`config.mk`:
```
export PLATFORM = sky130hd
export DESIGN_NAME = multicycle_controller
export DESIGN_NICKNAME = d
export VERILOG_FILES = /design/src/rtl/mips_ctrl_pkg.sv /design/src/rtl/alu_control.sv /design/src/rtl/multicycle_controller.sv
export SDC_FILE = /design/constraint.sdc
export NUM_CORES = 1
export LEC_CHECK = 0
export BUFFER_PORTS_ARGS = -buffer_cell sky130_fd_sc_hd__buf_2
export CAP_MARGIN = 5
export CORE_MARGIN = 2
export CORE_UTILIZATION = 40
export DETAILED_ROUTE_END_ITERATION = 10
export GPL_TIMING_DRIVEN = 0
export PLACE_DENSITY = 0.71
export REMOVE_ABC_BUFFERS = 1
export SKIP_LAST_GASP = 1
export SYNTH_ARGS = -nofsm -noshare
export SYNTH_HDL_FRONTEND = slang
export SYNTH_HIERARCHICAL = 1
export SYNTH_SLANG_ARGS = --single-unit
```
`constraint.sdc`:
```
create_clock -name Clk -period 2 [get_ports Clk]
set_input_delay 0.2 -clock Clk [delete_from_list [all_inputs] [get_ports Clk]]
set_output_delay 0.2 -clock Clk [all_outputs]
set_load 0.02 [all_outputs]
```
`src/rtl/mips_ctrl_pkg.sv`:
```
// rtl/mips_ctrl_pkg.sv - state, opcode, funct and ALU code definitions for the multicycle controller
package mips_ctrl_pkg;

  typedef enum logic [3:0] {
    S_FETCH    = 4'd0,
    S_DECODE   = 4'd1,
    S_EXEC_R   = 4'd2,
    S_WB_R     = 4'd3,
    S_EXEC_I   = 4'd4,
    S_WB_I     = 4'd5,
    S_MEM_ADDR = 4'd6,
    S_MEM_RD   = 4'd7,
    S_WB_LW    = 4'd8,
    S_MEM_WR   = 4'd9,
    S_BRANCH   = 4'd10,
    S_JUMP     = 4'd11,
    S_TRAP     = 4'd12
  } state_t;

  localparam logic [5:0] OP_RTYPE = 6'b000000;
  localparam logic [5:0] OP_LW    = 6'b100011;
  localparam logic [5:0] OP_SW    = 6'b101011;
  localparam logic [5:0] OP_BEQ   = 6'b000100;
  localparam logic [5:0] OP_J     = 6'b000010;
  localparam logic [5:0] OP_ADDI  = 6'b001000;

  localparam logic [5:0] FN_ADD = 6'b100000;
  localparam logic [5:0] FN_SUB = 6'b100010;
  localparam logic [5:0] FN_AND = 6'b100100;
  localparam logic [5:0] FN_OR  = 6'b100101;
  localparam logic [5:0] FN_SLT = 6'b101010;

  localparam logic [1:0] ALUOP_ADD   = 2'b00;
  localparam logic [1:0] ALUOP_SUB   = 2'b01;
  localparam logic [1:0] ALUOP_FUNCT = 2'b10;

  localparam logic [2:0] ALUC_ADD = 3'b010;
  localparam logic [2:0] ALUC_SUB = 3'b110;
  localparam logic [2:0] ALUC_AND = 3'b000;
  localparam logic [2:0] ALUC_OR  = 3'b001;
  localparam logic [2:0] ALUC_SLT = 3'b111;

  // R-type funct codes the datapath can execute; anything else traps in DECODE
  function automatic logic is_legal_funct(input logic [5:0] funct);
    return (funct == FN_ADD) || (funct == FN_SUB) || (funct == FN_AND) ||
           (funct == FN_OR)  || (funct == FN_SLT);
  endfunction

endpackage

```
`src/rtl/alu_control.sv`:
```
// rtl/alu_control.sv - maps ALUOp and funct to the 3-bit ALU operation select
module alu_control
  import mips_ctrl_pkg::*;
(
  input  logic [1:0] alu_op,
  input  logic [5:0] funct,
  output logic [2:0] alu_ctl
);

  // Fixed add/sub for address and branch math, funct decode for R-type execution
  always_comb begin
    alu_ctl = ALUC_ADD;
    if (alu_op == ALUOP_SUB) begin
      alu_ctl = ALUC_SUB;
    end else if (alu_op == ALUOP_FUNCT) begin
      case (funct)
        FN_ADD:  alu_ctl = ALUC_ADD;
        FN_SUB:  alu_ctl = ALUC_SUB;
        FN_AND:  alu_ctl = ALUC_AND;
        FN_OR:   alu_ctl = ALUC_OR;
        FN_SLT:  alu_ctl = ALUC_SLT;
        default: alu_ctl = ALUC_ADD;
      endcase
    end
  end

endmodule

```
`src/rtl/multicycle_controller.sv`:
```
// rtl/multicycle_controller.sv - Moore FSM sequencing the multicycle MIPS datapath
module multicycle_controller
  import mips_ctrl_pkg::*;
#(
  parameter int MEM_TIMEOUT = 16
) (
  input  logic        Clk,
  input  logic        Rst,
  input  logic [31:0] Instruction,
  input  logic        Zero,
  input  logic        MemReady,
  output logic        PCEn,
  output logic [1:0]  PCSource,
  output logic        IorD,
  output logic        MemRead,
  output logic        MemWrite,
  output logic        IRWrite,
  output logic        RegDst,
  output logic        MemtoReg,
  output logic        RegWrite,
  output logic        ALUSrcA,
  output logic [1:0]  ALUSrcB,
  output logic [1:0]  ALUOp,
  output logic [2:0]  ALUControl,
  output logic        InstrDone,
  output logic        Trap
);

  localparam int CW = $clog2(MEM_TIMEOUT);

  state_t        state, state_next;
  logic [CW-1:0] wait_cnt;
  logic          mem_wait_state;
  logic          timeout;
  logic [2:0]    alu_ctl_raw;
  logic [5:0]    opcode;
  logic [5:0]    funct;
  logic          instr_unused;

  assign opcode       = Instruction[31:26];
  assign funct        = Instruction[5:0];
  assign instr_unused = ^Instruction[25:6];

  assign mem_wait_state = (state == S_FETCH) || (state == S_MEM_RD) || (state == S_MEM_WR);
  assign timeout        = mem_wait_state && !MemReady && (wait_cnt == CW'(MEM_TIMEOUT - 1));

  alu_control u_alu_control (
    .alu_op  (ALUOp),
    .funct   (funct),
    .alu_ctl (alu_ctl_raw)
  );

  // State register and memory-wait counter; counter restarts whenever the state moves
  always_ff @(posedge Clk) begin
    if (!Rst) begin
      state    <= S_FETCH;
      wait_cnt <= '0;
    end else begin
      state <= state_next;
      if (state_next != state) begin
        wait_cnt <= '0;
      end else if (mem_wait_state && !MemReady) begin
        wait_cnt <= wait_cnt + 1'b1;
      end
    end
  end

  // Next-state: memory states hold until MemReady, or trap once the wait budget is spent
  always_comb begin
    state_next = state;
    case (state)
      S_FETCH: begin
        if (MemReady)     state_next = S_DECODE;
        else if (timeout) state_next = S_TRAP;
      end
      S_DECODE: begin
        case (opcode)
          OP_RTYPE:     state_next = is_legal_funct(funct) ? S_EXEC_R : S_TRAP;
          OP_LW, OP_SW: state_next = S_MEM_ADDR;
          OP_BEQ:       state_next = S_BRANCH;
          OP_J:         state_next = S_JUMP;
          OP_ADDI:      state_next = S_EXEC_I;
          default:      state_next = S_TRAP;
        endcase
      end
      S_EXEC_R:   state_next = S_WB_R;
      S_WB_R:     state_next = S_FETCH;
      S_EXEC_I:   state_next = S_WB_I;
      S_WB_I:     state_next = S_FETCH;
      S_MEM_ADDR: state_next = (opcode == OP_LW) ? S_MEM_RD : S_MEM_WR;
      S_MEM_RD: begin
        if (MemReady)     state_next = S_WB_LW;
        else if (timeout) state_next = S_TRAP;
      end
      S_WB_LW:    state_next = S_FETCH;
      S_MEM_WR: begin
        if (MemReady)     state_next = S_FETCH;
        else if (timeout) state_next = S_TRAP;
      end
      S_BRANCH:   state_next = S_FETCH;
      S_JUMP:     state_next = S_FETCH;
      S_TRAP:     state_next = S_TRAP;
      default:    state_next = S_TRAP;
    endcase
  end

  // Output decode per state; everything is held low while reset is asserted
  always_comb begin
    PCEn       = 1'b0;
    PCSource   = 2'b00;
    IorD       = 1'b0;
    MemRead    = 1'b0;
    MemWrite   = 1'b0;
    IRWrite    = 1'b0;
    RegDst     = 1'b0;
    MemtoReg   = 1'b0;
    RegWrite   = 1'b0;
    ALUSrcA    = 1'b0;
    ALUSrcB    = 2'b00;
    ALUOp      = ALUOP_ADD;
    InstrDone  = 1'b0;
    Trap       = 1'b0;
    case (state)
      S_FETCH: begin
        MemRead = 1'b1;
        ALUSrcB = 2'b01;
        IRWrite = MemReady;
        PCEn    = MemReady;
      end
      S_DECODE:   ALUSrcB = 2'b11;
      S_EXEC_R: begin
        ALUSrcA = 1'b1;
        ALUOp   = ALUOP_FUNCT;
      end
      S_WB_R: begin
        RegDst    = 1'b1;
        RegWrite  = 1'b1;
        InstrDone = 1'b1;
      end
      S_EXEC_I, S_MEM_ADDR: begin
        ALUSrcA = 1'b1;
        ALUSrcB = 2'b10;
      end
      S_WB_I: begin
        RegWrite  = 1'b1;
        InstrDone = 1'b1;
      end
      S_MEM_RD: begin
        MemRead = 1'b1;
        IorD    = 1'b1;
      end
      S_WB_LW: begin
        MemtoReg  = 1'b1;
        RegWrite  = 1'b1;
        InstrDone = 1'b1;
      end
      S_MEM_WR: begin
        MemWrite  = 1'b1;
        IorD      = 1'b1;
        InstrDone = MemReady;
      end
      S_BRANCH: begin
        ALUSrcA   = 1'b1;
        ALUOp     = ALUOP_SUB;
        PCSource  = 2'b01;
        PCEn      = Zero;
        InstrDone = 1'b1;
      end
      S_JUMP: begin
        PCSource  = 2'b10;
        PCEn      = 1'b1;
        InstrDone = 1'b1;
      end
      S_TRAP:     Trap = 1'b1;
      default:    Trap = 1'b1;
    endcase
    ALUControl = alu_ctl_raw;
    if (!Rst) begin
      PCEn       = 1'b0;
      PCSource   = 2'b00;
      IorD       = 1'b0;
      MemRead    = 1'b0;
      MemWrite   = 1'b0;
      IRWrite    = 1'b0;
      RegDst     = 1'b0;
      MemtoReg   = 1'b0;
      RegWrite   = 1'b0;
      ALUSrcA    = 1'b0;
      ALUSrcB    = 2'b00;
      ALUOp      = 2'b00;
      ALUControl = 3'b000;
      InstrDone  = 1'b0;
      Trap       = 1'b0;
    end
  end

endmodule

```
**After elaboration in Yosys (flattened, before gate mapping)**

Index checks and enable logic that the tools add are counted.

- Flip-flop bits (word level): 8
- Word-level logic and storage cells: 89

- Eq/ne operators: 25
- Add/sub/neg operators: 1
- Mux-type cells: 40
- Reduce and logical (&&, ||, !) cells: 20
- Bitwise operators: 1

Operators with widths:

| operator | number |
|---|---|
| 6-bit equality test, second input constant | 7 |
| 4-bit one-hot mux with 8 select lines | 1 |
| 4-bit 2-to-1 mux | 6 |
| 4-bit equality test, second input constant | 5 |
| 1-bit 2-to-1 mux | 20 |
| 4-bit one-hot mux with 5 select lines | 1 |
| 4-bit by 3-bit equality test with 1-bit output, second input constant | 4 |
| 3-bit one-hot mux with 4 select lines | 1 |
| 12-bit OR reduction | 1 |
| 2-bit OR reduction | 5 |
| 3-bit 2-to-1 mux | 3 |
| 4-bit by 2-bit equality test with 1-bit output, second input constant | 2 |
| 2-bit one-hot mux with 2 select lines | 2 |
| 6-bit by 2-bit equality test with 1-bit output, second input constant | 1 |
| 6-bit by 3-bit equality test with 1-bit output, second input constant | 1 |
| 6-bit by 4-bit equality test with 1-bit output, second input constant | 1 |
| 6-bit zero test | 1 |
| 1-bit logical OR | 6 |
| 2-bit 2-to-1 mux | 3 |
| 2-bit one-hot mux with 3 select lines | 1 |
| 5-bit OR reduction | 1 |
| 4-bit by 1-bit adder with 4-bit output, second input constant | 1 |
| 4-bit by 1-bit equality test with 1-bit output, second input constant | 1 |
| 4-bit zero test | 1 |
| other kinds (10) | 11 |

**Longest topological paths before layout**

Gate-level depths: netlist of the first run.

- Word-level depth: 10
- Depth in mapped cells: 8
- Depth with buffers taken out: 7

**Cells and area by module**

Netlist of the first run, hierarchy kept.

Modules (own cells, without submodules):

| module | cells each | instances | area each (um^2) |
|---|---|---|---|
| multicycle_controller | 140 | 1 | 1024.7 |
| alu_control | 9 | 1 | 73.8 |

**Worst setup path after synthesis of the first run**

OpenSTA, ideal clock, no wires.

- Path type: reg2out
- From: reg state[1]
- To: out ALUControl[2]
- Stages on the path, launching flop included: 8
- Arrival time: 1964 ps
- Path slack: -164 ps
- Path through: dfxtp_1 > clkbuf_8 > clkbuf_1 > nand2_1 > nor2_1 > and4bb_2 > a22o_1 > and2_1

- Word-level cells in the longest chain between the ends: 7
- Elaborated cells between the ends (all ways): 9
- Classes of those cells: eq/ne: 4; mux: 5

Ends and longest elaborated chain:

| what | RTL line | text |
|---|---|---|
| from (decl) | multicycle_controller.sv:31 | `state_t state, state_next;` |
| from (signal assigned) | multicycle_controller.sv:59 | `state <= state_next;` |
| 4-bit equality test / 4-bit by 2-bit equality test with 1-bit output (equally long branches) | multicycle_controller.sv:123 | `case (state)` |
| 2-bit one-hot mux with 2 select lines * | multicycle_controller.sv:123 |  |
| 2-bit 2-to-1 mux * | multicycle_controller.sv:178 | `if (!Rst) begin` |
| net ALUOp[0] | multicycle_controller.sv:23 | `output logic [1:0] ALUOp,` |
| 2-bit equality test | alu_control.sv:15 | `end else if (alu_op == ALUOP_FUNCT) begin` |
| 3-bit 2-to-1 mux | alu_control.sv:15 |  |
| 3-bit 2-to-1 mux * | alu_control.sv:13 | `if (alu_op == ALUOP_SUB) begin` |
| net alu_ctl_raw[2] | multicycle_controller.sv:35 | `logic [2:0] alu_ctl_raw;` |
| 3-bit 2-to-1 mux * | multicycle_controller.sv:178 |  |
| to (decl) | multicycle_controller.sv:24 | `output logic [2:0] ALUControl,` |

Mark *: on every way through the listed nets, which the timed path passes. The rest lies on a longest branch.

**Worst setup path after layout of the first run**

- From: reg state[3]
- To: out ALUControl[2]

- Word-level cells in the longest chain between the ends: 7
- Elaborated cells between the ends (all ways): 9
- Classes of those cells: eq/ne: 4; mux: 5

Ends and longest elaborated chain:

| what | RTL line |
|---|---|
| 4-bit equality test / 4-bit by 2-bit equality test with 1-bit output (equally long branches) | multicycle_controller.sv:123 |
| 2-bit one-hot mux with 2 select lines * | multicycle_controller.sv:123 |
| 2-bit 2-to-1 mux * | multicycle_controller.sv:178 |
| 2-bit equality test | alu_control.sv:15 |
| 3-bit 2-to-1 mux | alu_control.sv:15 |
| 3-bit 2-to-1 mux * | alu_control.sv:13 |
| net alu_ctl_raw[2] | multicycle_controller.sv:35 |
| 3-bit 2-to-1 mux * | multicycle_controller.sv:178 |

Marks and branches as above.

==> parameters.txt, run 1 <==
Parameter                              Value

Finish
  Filler-free cell count of the finished design ... 223
  Share of final-layout standard cells stronger than drive strength 1 ... 46.4%
  Final std cell area, no fill ... 1520 µm²
  Area growth from synthesis to layout ... 37.9%
  Final nets ... 231
  Number of fillers in the final layout ... 260
  Antenna diode count ... 0

STA
  Maximum clock frequency ... 496 MHz
  Final hold slack ... 0.388 ns
  Clock Skews ... 0.00666 ns
  Final Max Tran Viols ... 0
  Final hold viol count ... 0
  Slew margin rel. ... 73.2%
  Final TNS setup ... -0.0164 ns
  Setup repair after global routing missed its margin ... yes
  Minimum clock period after layout ... 2.02 ns
  Worst-case setup margin in the final layout ... -0.0164 ns
  Measured slew at the worst slew-check pin ... 0.398 ns
  Final setup violation count ... 1
  Period Utilization, post-route ... 101%

Synth
  Mean Syn Cell Area ... 7.37 µm²
  Sequential fraction of the synthesis area ... 14.6%
  Count of synthesis-stage warnings from yosys ... 6
  Count of flip-flops with a built-in enable after synthesis ... 0
  Share of flip-flops with an asynchronous set or reset after synthesis ... 0%
  Post-synthesis cell count ... 149
  Dominant register cell in the synthesized netlist ... sky130_fd_sc_hd__dfxtp_1
  Post-synthesis instance area ... 1100 µm²
  Count of different cell masters after synthesis ... 56
  Synth Register Bits ... 8

Global routing
  Total global routing overflow ... 0
  Number of global-route vias before repair ... 1176
  Pin count of the biggest net entering global routing ... 25
  Global-route wire length before repair ... 5230 µm
  Total global routing track utilization ... 20.3%
  Initial antenna violation count ... 0

Worst setup path
  List of cells traversed by the critical path ... inv_6 > nor2_4 > nand2_4 > nor2_4 > and4bb_2 > a22o_1 > and2_4 > buf_6
  Startpoint kind of the worst setup timing path ... flip-flop
  Signal arrival time at the worst endpoint ... 1.82 ns
  Kind of capture point of the worst setup path ... output port
  Required time of the critical path ... 1.80 ns
  Critical-path cell with the highest stage delay ... sky130_fd_sc_hd__dfxtp_4
  Longest individual stage delay on the worst path ... 0.39 ns
  Type of the worst setup path ... flip-flop to output port
  Max FO, Critical Path ... 5
  CP dominant cell by count ... sky130_fd_sc_hd__nor2_4

Floorplanning
  Area of the die ... 3180 µm²
  Core ar. ... 2690 µm²
  Starting utilization of the core area ... 40.9%
  Number of placed I/O pins ... 56
  Number of placement rows ... 19
  Horiz. Die Dim ... 56.4 µm
  Die Y ... 56.4 µm

Run status
  Violated checks ... negative setup slack
  Status ... finished, violations left

Power
  Peak supply drop ... 470 µV
  Leakage power ... 0.604 nW
  Cell area power density ... 472 nW/µm²

Route
  Drc violations ... 0
  Antenna viol nets, final ... 0
  First DRT Iteration DRCs ... 27
  Routed wire per std cell ... 16.0 µm
  Vias per std cell ... 6.07
  Total iterations of the first detailed-routing run ... 4
  Wirelength, routed ... 3570 µm
  Via count ... 1354

Job
  Max-capacitance violation count ... 0

Clock network
  Clock root cell ... sky130_fd_sc_hd__clkbuf_4
  Number of buffers added by the clock tree synthesis step ... 3
  Worst skew pair latency ... 0.25 ns
  Worst-path clk slew ... 0.05 ns
  Total number of H-tree levels ... 1
  Number of sinks driven by the clock tree ... 8
  Maximum clock insertion buffer count ... 2
  CTS tree ... built
  Hold buffer count at cts ... 0

Placement
  Placer's final routability congestion estimate ... 0.830
  Port Buffers ... 35
  Final HPWL DP ... 2200 µm
  Post-placement cell area ... 1230 µm²
  Placed insts ... 206

Hold path
  Min-Delay Path Class ... input port to flip-flop
metrics by stage:
| step | total power, mW | util [%] | setup slack [ns] |
|---|---|---|---|
| final | 0.715 | 56.4 | -0.0164 |
| after global routing | 0.759 | 56.4 | -0.0822 |
| after CTS | 0.659 | 51.2 | 0.00309 |
| after detailed placement | 0.489 | 45.8 | -0.523 |
| after global placement | 0.481 | 45.8 | -0.467 |
| after floorplan | 0.396 | - | -0.288 |
final timing paths:
| path | slack, ns | cells past startpoint | endpoint | start |
|---|---|---|---|---|
| setup / recovery | -0.02 | 8 | ALUControl[2] | state[3]$_SDFF_PN0_ |
| hold / removal | 0.39 | 4 | state[0]$_SDFF_PN0_ | Instruction[31] |
| hold reg to reg | 0.62 | 2 | wait_cnt[1]$_SDFFE_PP0P_ | wait_cnt[1]$_SDFFE_PP0P_ |
| setup reg to reg | 0.01 | 6 | wait_cnt[3]$_SDFFE_PP0P_ | state[3]$_SDFF_PN0_ |
worst max-delay path: cells and delay by family (launching register included):
| kind | cells | cell delay (ns) |
|---|---|---|
| AND/OR/NAND/NOR | 5 | 0.78 |
| flip-flops | 1 | 0.39 |
| AO/OA/AOI/OAI | 1 | 0.20 |
| buffers and inverters | 2 | 0.17 |
placed cells by master (no fill, tap or decap), types with 2 or more instances in the layout:
cell and count:
sky130_fd_sc_hd__o21ai_0 3, sky130_fd_sc_hd__a31oi_1 3, sky130_fd_sc_hd__and2_4 2, sky130_fd_sc_hd__dfxtp_4 4
sky130_fd_sc_hd__nor2_4 3, sky130_fd_sc_hd__a211oi_1 3, sky130_fd_sc_hd__nor3_1 6, sky130_fd_sc_hd__a21oi_1 6
sky130_fd_sc_hd__nand2_1 11, sky130_fd_sc_hd__nor3b_1 2, sky130_fd_sc_hd__a41oi_1 2, sky130_fd_sc_hd__a211oi_2 3
sky130_fd_sc_hd__nand2_2 2, sky130_fd_sc_hd__inv_1 2, sky130_fd_sc_hd__or4_4 2, sky130_fd_sc_hd__xnor2_1 3
sky130_fd_sc_hd__mux2i_1 3, sky130_fd_sc_hd__buf_4 13, sky130_fd_sc_hd__nand2b_1 3, sky130_fd_sc_hd__dfxtp_1 4
sky130_fd_sc_hd__nor4b_2 2, sky130_fd_sc_hd__buf_6 2, sky130_fd_sc_hd__and4bb_2 2, sky130_fd_sc_hd__buf_2 33
sky130_fd_sc_hd__nand3_1 4, sky130_fd_sc_hd__clkbuf_4 3, sky130_fd_sc_hd__o21a_1 2, sky130_fd_sc_hd__nor2_1 21
flip-flops by register name (all words and copies together) (netlist names):
signal and flops:
state 4, wait_cnt 4
cell families (layout without fill, tap and decap cells):
family / Yosys count / count (layout) / synth area share [%]
fa+ha+maj: 2 / 2 / 2.16
buf+inv: 14 / 57 / 9.11
compound gates: 42 / 42 / 28.4
flops: 8 / 8 / 14.6
simple gates: 75 / 75 / 38.8
mux: 4 / 4 / 3.76
xor+xnor: 4 / 4 / 3.19
synth_stat cells, types with 3 or more instances:
library cell | number | share of area [%]
sky130_fd_sc_hd__a211oi_1 | 6 | 4.1
sky130_fd_sc_hd__a21oi_1 | 6 | 2.7
sky130_fd_sc_hd__a31oi_1 | 4 | 2.3
sky130_fd_sc_hd__and2_1 | 3 | 1.7
sky130_fd_sc_hd__clkbuf_1 | 4 | 1.4
sky130_fd_sc_hd__clkbuf_8 | 4 | 5.0
sky130_fd_sc_hd__dfxtp_1 | 8 | 15
sky130_fd_sc_hd__inv_1 | 4 | 1.4
sky130_fd_sc_hd__mux2i_1 | 3 | 2.7
sky130_fd_sc_hd__nand2_1 | 14 | 4.8
sky130_fd_sc_hd__nand2b_1 | 3 | 1.7
sky130_fd_sc_hd__nand3_1 | 5 | 2.3
sky130_fd_sc_hd__nor2_1 | 25 | 8.5
sky130_fd_sc_hd__nor3_1 | 6 | 2.7
sky130_fd_sc_hd__nor4b_1 | 3 | 2.4
sky130_fd_sc_hd__o21ai_0 | 4 | 1.8
sky130_fd_sc_hd__xnor2_1 | 3 | 2.4
power breakdown:
part / switching (mW) / total (mW) / internal, mW / leakage [nW]
sequential: 0.0363 / 0.208 / 0.172 / 0.0679
combinational: 0.216 / 0.386 / 0.170 / 0.522
clock: 0.0524 / 0.121 / 0.0685 / 0.0138
cell type report:
cell class | instances | area [µm²] | share of cell area (%)
Clock buffer | 3 | 22.5 | 1.49
Inverter | 5 | 23.8 | 1.57
Multi-Input combinational cell | 127 | 950 | 62.7
Sequential cell | 8 | 175 | 11.6
Tap cell | 31 | 38.8 | 2.56
Timing Repair Buffer | 49 | 305 | 20.1
routing by layer:
layer	global-route usage, %	routed length (µm)	vias up
met5	0	0	-
met2	34.8	1850	55
met3	3.92	218	4
li1	-	-	660
met4	6.12	22	0
met1	25.7	1480	635
what timing repair did:
item | 4_1_cts | 5_1_grt
pin swaps | 2 | 13
setup endpoints to repair | 16 | 8
setup buffers | 5 | 9
resized for setup | 23 | 20
Note: power is estimated with default switching activity, not from simulation.
==> run 2: changes to the inputs <==
Clock period 2 ns to 2.2 ns, I/O delays scaled along.
==> parameters.txt, run 2 (same netlist as run 1, synthesis figures left out) <==
Parameter                              Value

Run status
  Status ... completed

Finish
  Share of final-layout standard cells stronger than drive strength 1 ... 36.6% (-9.7 points)
  Number of fillers in the final layout ... 282 (+8.5%)
  Antenna diode count ... 0 (unchanged)
  Area growth from synthesis to layout ... 22.6%
  Most frequent standard cell in the layout excluding fill and tap cells ... sky130_fd_sc_hd__buf_2
  Registers with the highest flip-flop counts ... state x4, wait_cnt x4
  Final nets ... 222 (-3.9%)
  Top library cells by usage in the layout, fill and taps aside ... sky130_fd_sc_hd__buf_2 (35), sky130_fd_sc_hd__nor2_1 (21), sky130_fd_sc_hd__nand2_1 (13)

Power
  Clock share of power ... 18.6% (+1.7 points)
  Sw Share ... 42.5% (-0.18 points)
  Leakage power ... 0.542 nW (-10%)
  Cell area power density ... 441 nW/µm² (-6.6%)
  Internal power ... 0.341 mW (-17%)
  Fraction of power consumed by combinational cells ... 48.7% (-5.3 points)
  Flop pwr share ... 32.7% (+3.6 points)
  Net switching power of the design ... 0.252 mW (-17%)
  Final Total Pwr ... 0.593 mW (-17%)
  Peak supply drop ... 386 µV (-18%)

STA
  Clock Skews ... 0.00882 ns (+0.00215 ns)
  Final setup violation count ... 0 (-1)
  Measured slew at the worst slew-check pin ... 0.581 ns (+0.183 ns)
  Final Max Tran Viols ... 0 (unchanged)
  Slew margin rel. ... 60.9% (-12 points)
  Final TNS setup ... 0 ns (+0.0164 ns)
  Period Utilization, post-route ... 99.0%
  Final hold viol count ... 0 (unchanged)
  Setup repair after global routing missed its margin ... yes
  Maximum clock frequency ... 459 MHz
  Minimum clock period after layout ... 2.18 ns

Worst setup path
  Max FO, Critical Path ... 7 (+2)
  Type of the worst setup path ... flip-flop to output port
  Required time of the critical path ... 1.98 ns (+0.18 ns)
  Kind of capture point of the worst setup path ... output port
  Signal arrival time at the worst endpoint ... 1.96 ns (+0.14 ns)
  Startpoint kind of the worst setup timing path ... flip-flop

Floorplanning
  Starting utilization of the core area ... 40.9% (unchanged)
  Horiz. Die Dim ... 56.4 µm (unchanged)
  Die Y ... 56.4 µm (unchanged)
  Number of placement rows ... 19 (unchanged)
  Number of placed I/O pins ... 56 (unchanged)
  Area of the die ... 3180 µm² (unchanged)
  Core ar. ... 2690 µm² (unchanged)

Clock network
  Number of sinks driven by the clock tree ... 8 (unchanged)
  Clock root cell ... sky130_fd_sc_hd__clkbuf_4
  Worst skew pair latency ... 0.25 ns (about the same)
  Hold buffer count at cts ... 0 (unchanged)
  Worst-path clk slew ... 0.05 ns (about the same)
  Maximum clock insertion buffer count ... 2 (unchanged)
  Number of buffers added by the clock tree synthesis step ... 3 (unchanged)
  CTS tree ... built
  Total number of H-tree levels ... 1 (unchanged)

Route
  Via count ... 1311 (-3.2%)
  Wirelength, routed ... 3080 µm (-14%)
  Vias per std cell ... 6.13 (+0.90%)
  Total iterations of the first detailed-routing run ... 4 (unchanged)
  First DRT Iteration DRCs ... 26 (-3.7%)
  Drc violations ... 0 (unchanged)
  Antenna viol nets, final ... 0 (unchanged)
  Routed wire per std cell ... 14.4 µm (-10%)

Global routing
  Pin count of the biggest net entering global routing ... 25 (unchanged)
  Global-route wire length before repair ... 4910 µm (-6.2%)
  Number of global-route vias before repair ... 1117 (-5.0%)
  Total global routing track utilization ... 18.8% (-1.5 points)
  Total global routing overflow ... 0 (unchanged)
  Initial antenna violation count ... 0 (unchanged)

Hold path
  Min-Delay Path Class ... input port to flip-flop

Job
  Max-capacitance violation count ... 0 (unchanged)

Placement
  Final HPWL DP ... 2200 µm (unchanged)
  Port Buffers ... 35 (unchanged)
  Placer's final routability congestion estimate ... 0.830 (unchanged)
## run 2: cell types whose count changed in the layout (fill, tap and decap cells not counted), sizes merged
cell / change
inv: -1
buf: -9
clkinvlp: +1
## run 2: path summary, 6_finish.rpt
check                                              start                  endpoint  slack, ns  cells after the start
worst min-delay path                     Instruction[31]       state[0]$_SDFF_PN0_       0.40                      4
worst max-delay path                 state[3]$_SDFF_PN0_             ALUControl[2]       0.02                      8
worst max register to register  wait_cnt[0]$_SDFFE_PP0P_  wait_cnt[1]$_SDFFE_PP0P_       0.11                      6
worst min register to register  wait_cnt[0]$_SDFFE_PP0P_  wait_cnt[0]$_SDFFE_PP0P_       0.58                      2
## run 2: layout make-up
class	instances	area (µm²)	area share (%)
timing repair buffer	40	213	15.8
multi-input combinational	127	877	65.1
inverter	5	22.5	1.67
clock buffer	3	22.5	1.67
sequential	8	173	12.8
tap	31	38.8	2.88
## run 2: power by group through the flow
| stage | logic (mW) | clock network [mW] | registers (mW) |
|---|---|---|---|
| 2_1_floorplan | 0.173 | 0 | 0.187 |
| 3_3_place_gp | 0.240 | 0 | 0.198 |
| 3_5_place_dp | 0.245 | 0 | 0.199 |
| 4_1_cts | 0.259 | 0.113 | 0.193 |
| 5_1_grt | 0.316 | 0.122 | 0.197 |
| 6_report | 0.289 | 0.110 | 0.194 |
## run 2: critical path: stages, from the launching register on
cell                         delay [ns]
sky130_fd_sc_hd__dfxtp_4           0.41
sky130_fd_sc_hd__clkinvlp_4        0.16
sky130_fd_sc_hd__nor2_4            0.17
sky130_fd_sc_hd__nand2_4           0.09
sky130_fd_sc_hd__nor2_4            0.13
sky130_fd_sc_hd__and4bb_2          0.27
sky130_fd_sc_hd__a22o_1            0.17
sky130_fd_sc_hd__and2_1            0.15
sky130_fd_sc_hd__buf_2             0.15
## run 2: metrics by stage
step	area, µm²	hold slack [ns]	setup WS (ns)	utilization (%)	cells
after floorplan	1020	0.433	-0.108	-	140
after global placement	1230	0.550	-0.287	45.8	206
after detailed placement	1230	0.571	-0.343	45.8	206
after CTS	1280	0.397	0.0000704	47.5	210
after global routing	1350	0.444	-0.0726	50.1	214
final	1350	0.399	0.0214	50.1	214
## run 2: timing repair
item / CTS / global route
setup buffers: 1 / 4
gates resized for setup: 8 / 10
setup endpoints to repair: 10 / 6
pin swaps: 0 / 0
## run 2: per-layer routing
layer / wire [µm] / up-vias / global-route usage [%]
li1: - / 638 / -
met1: 1330 / 623 / 23.7
met2: 1550 / 48 / 33.3
met3: 183 / 2 / 3.92
met4: 7 / 0 / 3.06
met5: 0 / - / 0
==> run 3: changes to the inputs <==
Settings changed: BUFFER_PORTS_ARGS -buffer_cell sky130_fd_sc_hd__buf_2 to -buffer_cell sky130_fd_sc_hd__buf_4, CELL_PAD_IN_SITES_DETAIL_PLACEMENT set to 0, CELL_PAD_IN_SITES_GLOBAL_PLACEMENT set to 1, CORE_UTILIZATION 40 to 31, PLACE_DENSITY 0.71 to 0.79.
==> parameters.txt, run 3 (same netlist as run 1, synthesis figures left out) <==
Parameter                              Value

Global routing
  Global-route wire length before repair ... 4840 µm (-1.3%)
  Total global routing track utilization ... 14.4% (-4.4 points)
  Number of global-route vias before repair ... 1060 (-5.1%)
  Initial antenna violation count ... 0 (unchanged)
  Pin count of the biggest net entering global routing ... 25 (unchanged)
  Total global routing overflow ... 0 (unchanged)

Worst setup path
  Setup slack on the worst flop-to-flop path ... 0.15 ns (+0.04 ns)
  Signal arrival time at the worst endpoint ... 1.91 ns (-0.05 ns)
  Critical R2R Launch ... wait_cnt[0]$_SDFFE_PP0P_
  Type of the worst setup path ... flip-flop to output port
  Startpoint kind of the worst setup timing path ... flip-flop
  Capturing point of the worst reg2reg path ... wait_cnt[0]$_SDFFE_PP0P_
  Required time of the critical path ... 1.98 ns (about the same)
  Kind of capture point of the worst setup path ... output port
  Worst-case reg-to-reg path depth ... 6 (unchanged)
  Max FO, Critical Path ... 9 (+2)

Power
  Net switching power of the design ... 0.242 mW (-4.1%)
  Peak supply drop ... 149 µV (-61%)
  Internal power ... 0.349 mW (+2.2%)
  Fraction of power consumed by combinational cells ... 49.6% (+0.9 points)
  Sw Share ... 40.9% (-1.6 points)
  Flop pwr share ... 32.5% (-0.2 points)
  Cell area power density ... 420 nW/µm² (-4.7%)
  Final Total Pwr ... 0.590 mW (-0.48%)
  Leakage power ... 0.536 nW (-1.0%)
  Clock share of power ... 17.9% (-0.7 points)

Route
  First DRT Iteration DRCs ... 91 (+250%)
  Vias per std cell ... 5.37 (-12%)
  Drc violations ... 0 (unchanged)
  Antenna viol nets, final ... 0 (unchanged)
  Wirelength, routed ... 3000 µm (-2.6%)
  Total iterations of the first detailed-routing run ... 4 (unchanged)
  Routed wire per std cell ... 13.2 µm (-8.2%)
  Via count ... 1218 (-7.1%)

Clock network
  Total number of H-tree levels ... 1 (unchanged)
  CTS tree ... built
  Maximum clock insertion buffer count ... 2 (unchanged)
  Number of sinks driven by the clock tree ... 8 (unchanged)
  Number of buffers added by the clock tree synthesis step ... 3 (unchanged)
  Clock root cell ... sky130_fd_sc_hd__clkbuf_4
  Worst-path clk slew ... 0.05 ns (about the same)
  Hold buffer count at cts ... 0 (unchanged)
  Worst skew pair latency ... 0.24 ns (about the same)

STA
  Final setup violation count ... 0 (unchanged)
  Slew margin rel. ... 66.6% (+5.7 points)
  Final hold viol count ... 0 (unchanged)
  Clock Skews ... 0.000729 ns (-0.00809 ns)
  Final TNS setup ... 0 ns (unchanged)
  Period Utilization, post-route ... 96.7% (-2.3 points)
  Setup repair after global routing missed its margin ... yes
  Final Max Tran Viols ... 0 (unchanged)
  Minimum clock period after layout ... 2.13 ns (-0.0514 ns)
  Maximum clock frequency ... 470 MHz (+2.4%)
  Worst-case setup margin in the final layout ... 0.0728 ns (+0.0514 ns)
  Measured slew at the worst slew-check pin ... 0.495 ns (-0.0856 ns)
  Final hold slack ... 0.367 ns (-0.0316 ns)

Finish
  Multi-input combinational cell area ... 852 µm² (-2.9%)
  Registers with the highest flip-flop counts ... state x4, wait_cnt x4
  Filler-free cell count of the finished design ... 227 (+6.1%)
  Register Area ... 173 µm² (unchanged)
  Top library cells by usage in the layout, fill and taps aside ... sky130_fd_sc_hd__buf_4 (37), sky130_fd_sc_hd__nor2_1 (23), sky130_fd_sc_hd__nand2_1 (13)
  Most frequent standard cell in the layout excluding fill and tap cells ... sky130_fd_sc_hd__buf_4
  Final design utilization ... 41.8% (-8.3 points)
  Share of final-layout standard cells stronger than drive strength 1 ... 34.3% (-2.4 points)
  Final nets ... 220 (-0.90%)
  Number of fillers in the final layout ... 378 (+34%)
  Antenna diode count ... 0 (unchanged)
  Final std cell area, no fill ... 1410 µm² (+4.5%)
  Area growth from synthesis to layout ... 28.0%

Hold path
  Hold Path End ... state[0]$_SDFF_PN0_
  Min-Delay Path Class ... input port to flip-flop
  Depth of the worst hold-timing path ... 4 (unchanged)
  Startpoint of the lowest-slack hold path ... Instruction[31]

Floorplanning
  Number of placed I/O pins ... 56 (unchanged)
  Core ar. ... 3360 µm² (+25%)
  Horiz. Die Dim ... 63.5 µm (+13%)
  Starting utilization of the core area ... 32.7% (-8.2 points)
  Number of placement rows ... 21 (+2)
  Die Y ... 63.5 µm (+13%)
  Area of the die ... 4040 µm² (+27%)

Placement
  Post-Place Setup Slack ... -0.314 ns (+0.0287 ns)
  Placed insts ... 221 (+7.3%)
  Final HPWL DP ... 2140 µm (-3.0%)
  Placer's final routability congestion estimate ... 0.768 (-7.5%)
  Port Buffers ... 35 (unchanged)
  Post-placement cell area ... 1340 µm² (+8.6%)

Run status
  Status ... completed

Job
  Max-capacitance violation count ... 0 (unchanged)
[run 3: changes by cell type in the layout (fill, tap and decap cells not counted), sizes merged]
cell	delta
buf	-2
clkinvlp	-1
inv	+1
[run 3: power by group through the flow]
| stage | logic [mW] | registers [mW] | clock network [mW] |
|---|---|---|---|
| 3_5_place_dp | 0.268 | 0.199 | 0 |
| 5_1_grt | 0.321 | 0.195 | 0.118 |
| 2_1_floorplan | 0.173 | 0.187 | 0 |
| 3_3_place_gp | 0.265 | 0.198 | 0 |
| 6_report | 0.293 | 0.192 | 0.106 |
| 4_1_cts | 0.281 | 0.194 | 0.108 |
[run 3: cell type report]
cell class | count | area share, %
multi-input combinational | 127 | 60.6
timing repair buffer | 38 | 20.1
sequential | 8 | 12.3
tap | 46 | 4.09
clock buffer | 3 | 1.60
inverter | 5 | 1.33
[run 3: worst max-delay path by stage]
stage	endpoint	startpoint	slack (ns)
6_report	ALUControl[2]	state[3]$_SDFF_PN0_	0.07
5_1_grt	ALUControl[2]	state[3]$_SDFF_PN0_	-0.02
4_1_cts	ALUControl[2]	state[3]$_SDFF_PN0_	0.03
3_5_place_dp	ALUControl[2]	state[3]$_SDFF_PN0_	-0.31
3_3_place_gp	ALUControl[2]	state[3]$_SDFF_PN0_	-0.27
2_1_floorplan	ALUControl[2]	state[3]$_SDFF_PN0_	-0.11
[run 3: metal layers]
layer	share of wire [%]	global-route usage, %	vias to the layer above
li1	-	-	630
met1	48	19.8	550
met2	46	23.8	38
met3	6.1	1.07	0
met4	0	4.08	0
met5	0	0	-
[run 3: repair_timing]
action                     CTS  global route
buffers inserted             1             2
resized for setup            8             3
setup endpoints to repair    9             4
pin swaps                    0             1
[run 3: critical path, cell delays in order, from the launching register on]
cell and delay, ns:
sky130_fd_sc_hd__dfxtp_4 0.39, sky130_fd_sc_hd__inv_1 0.11, sky130_fd_sc_hd__nor2_2 0.16, sky130_fd_sc_hd__nand2_2 0.11, sky130_fd_sc_hd__nor2_2 0.16, sky130_fd_sc_hd__and4bb_2 0.27
sky130_fd_sc_hd__a22o_1 0.17, sky130_fd_sc_hd__and2_1 0.14, sky130_fd_sc_hd__buf_4 0.15
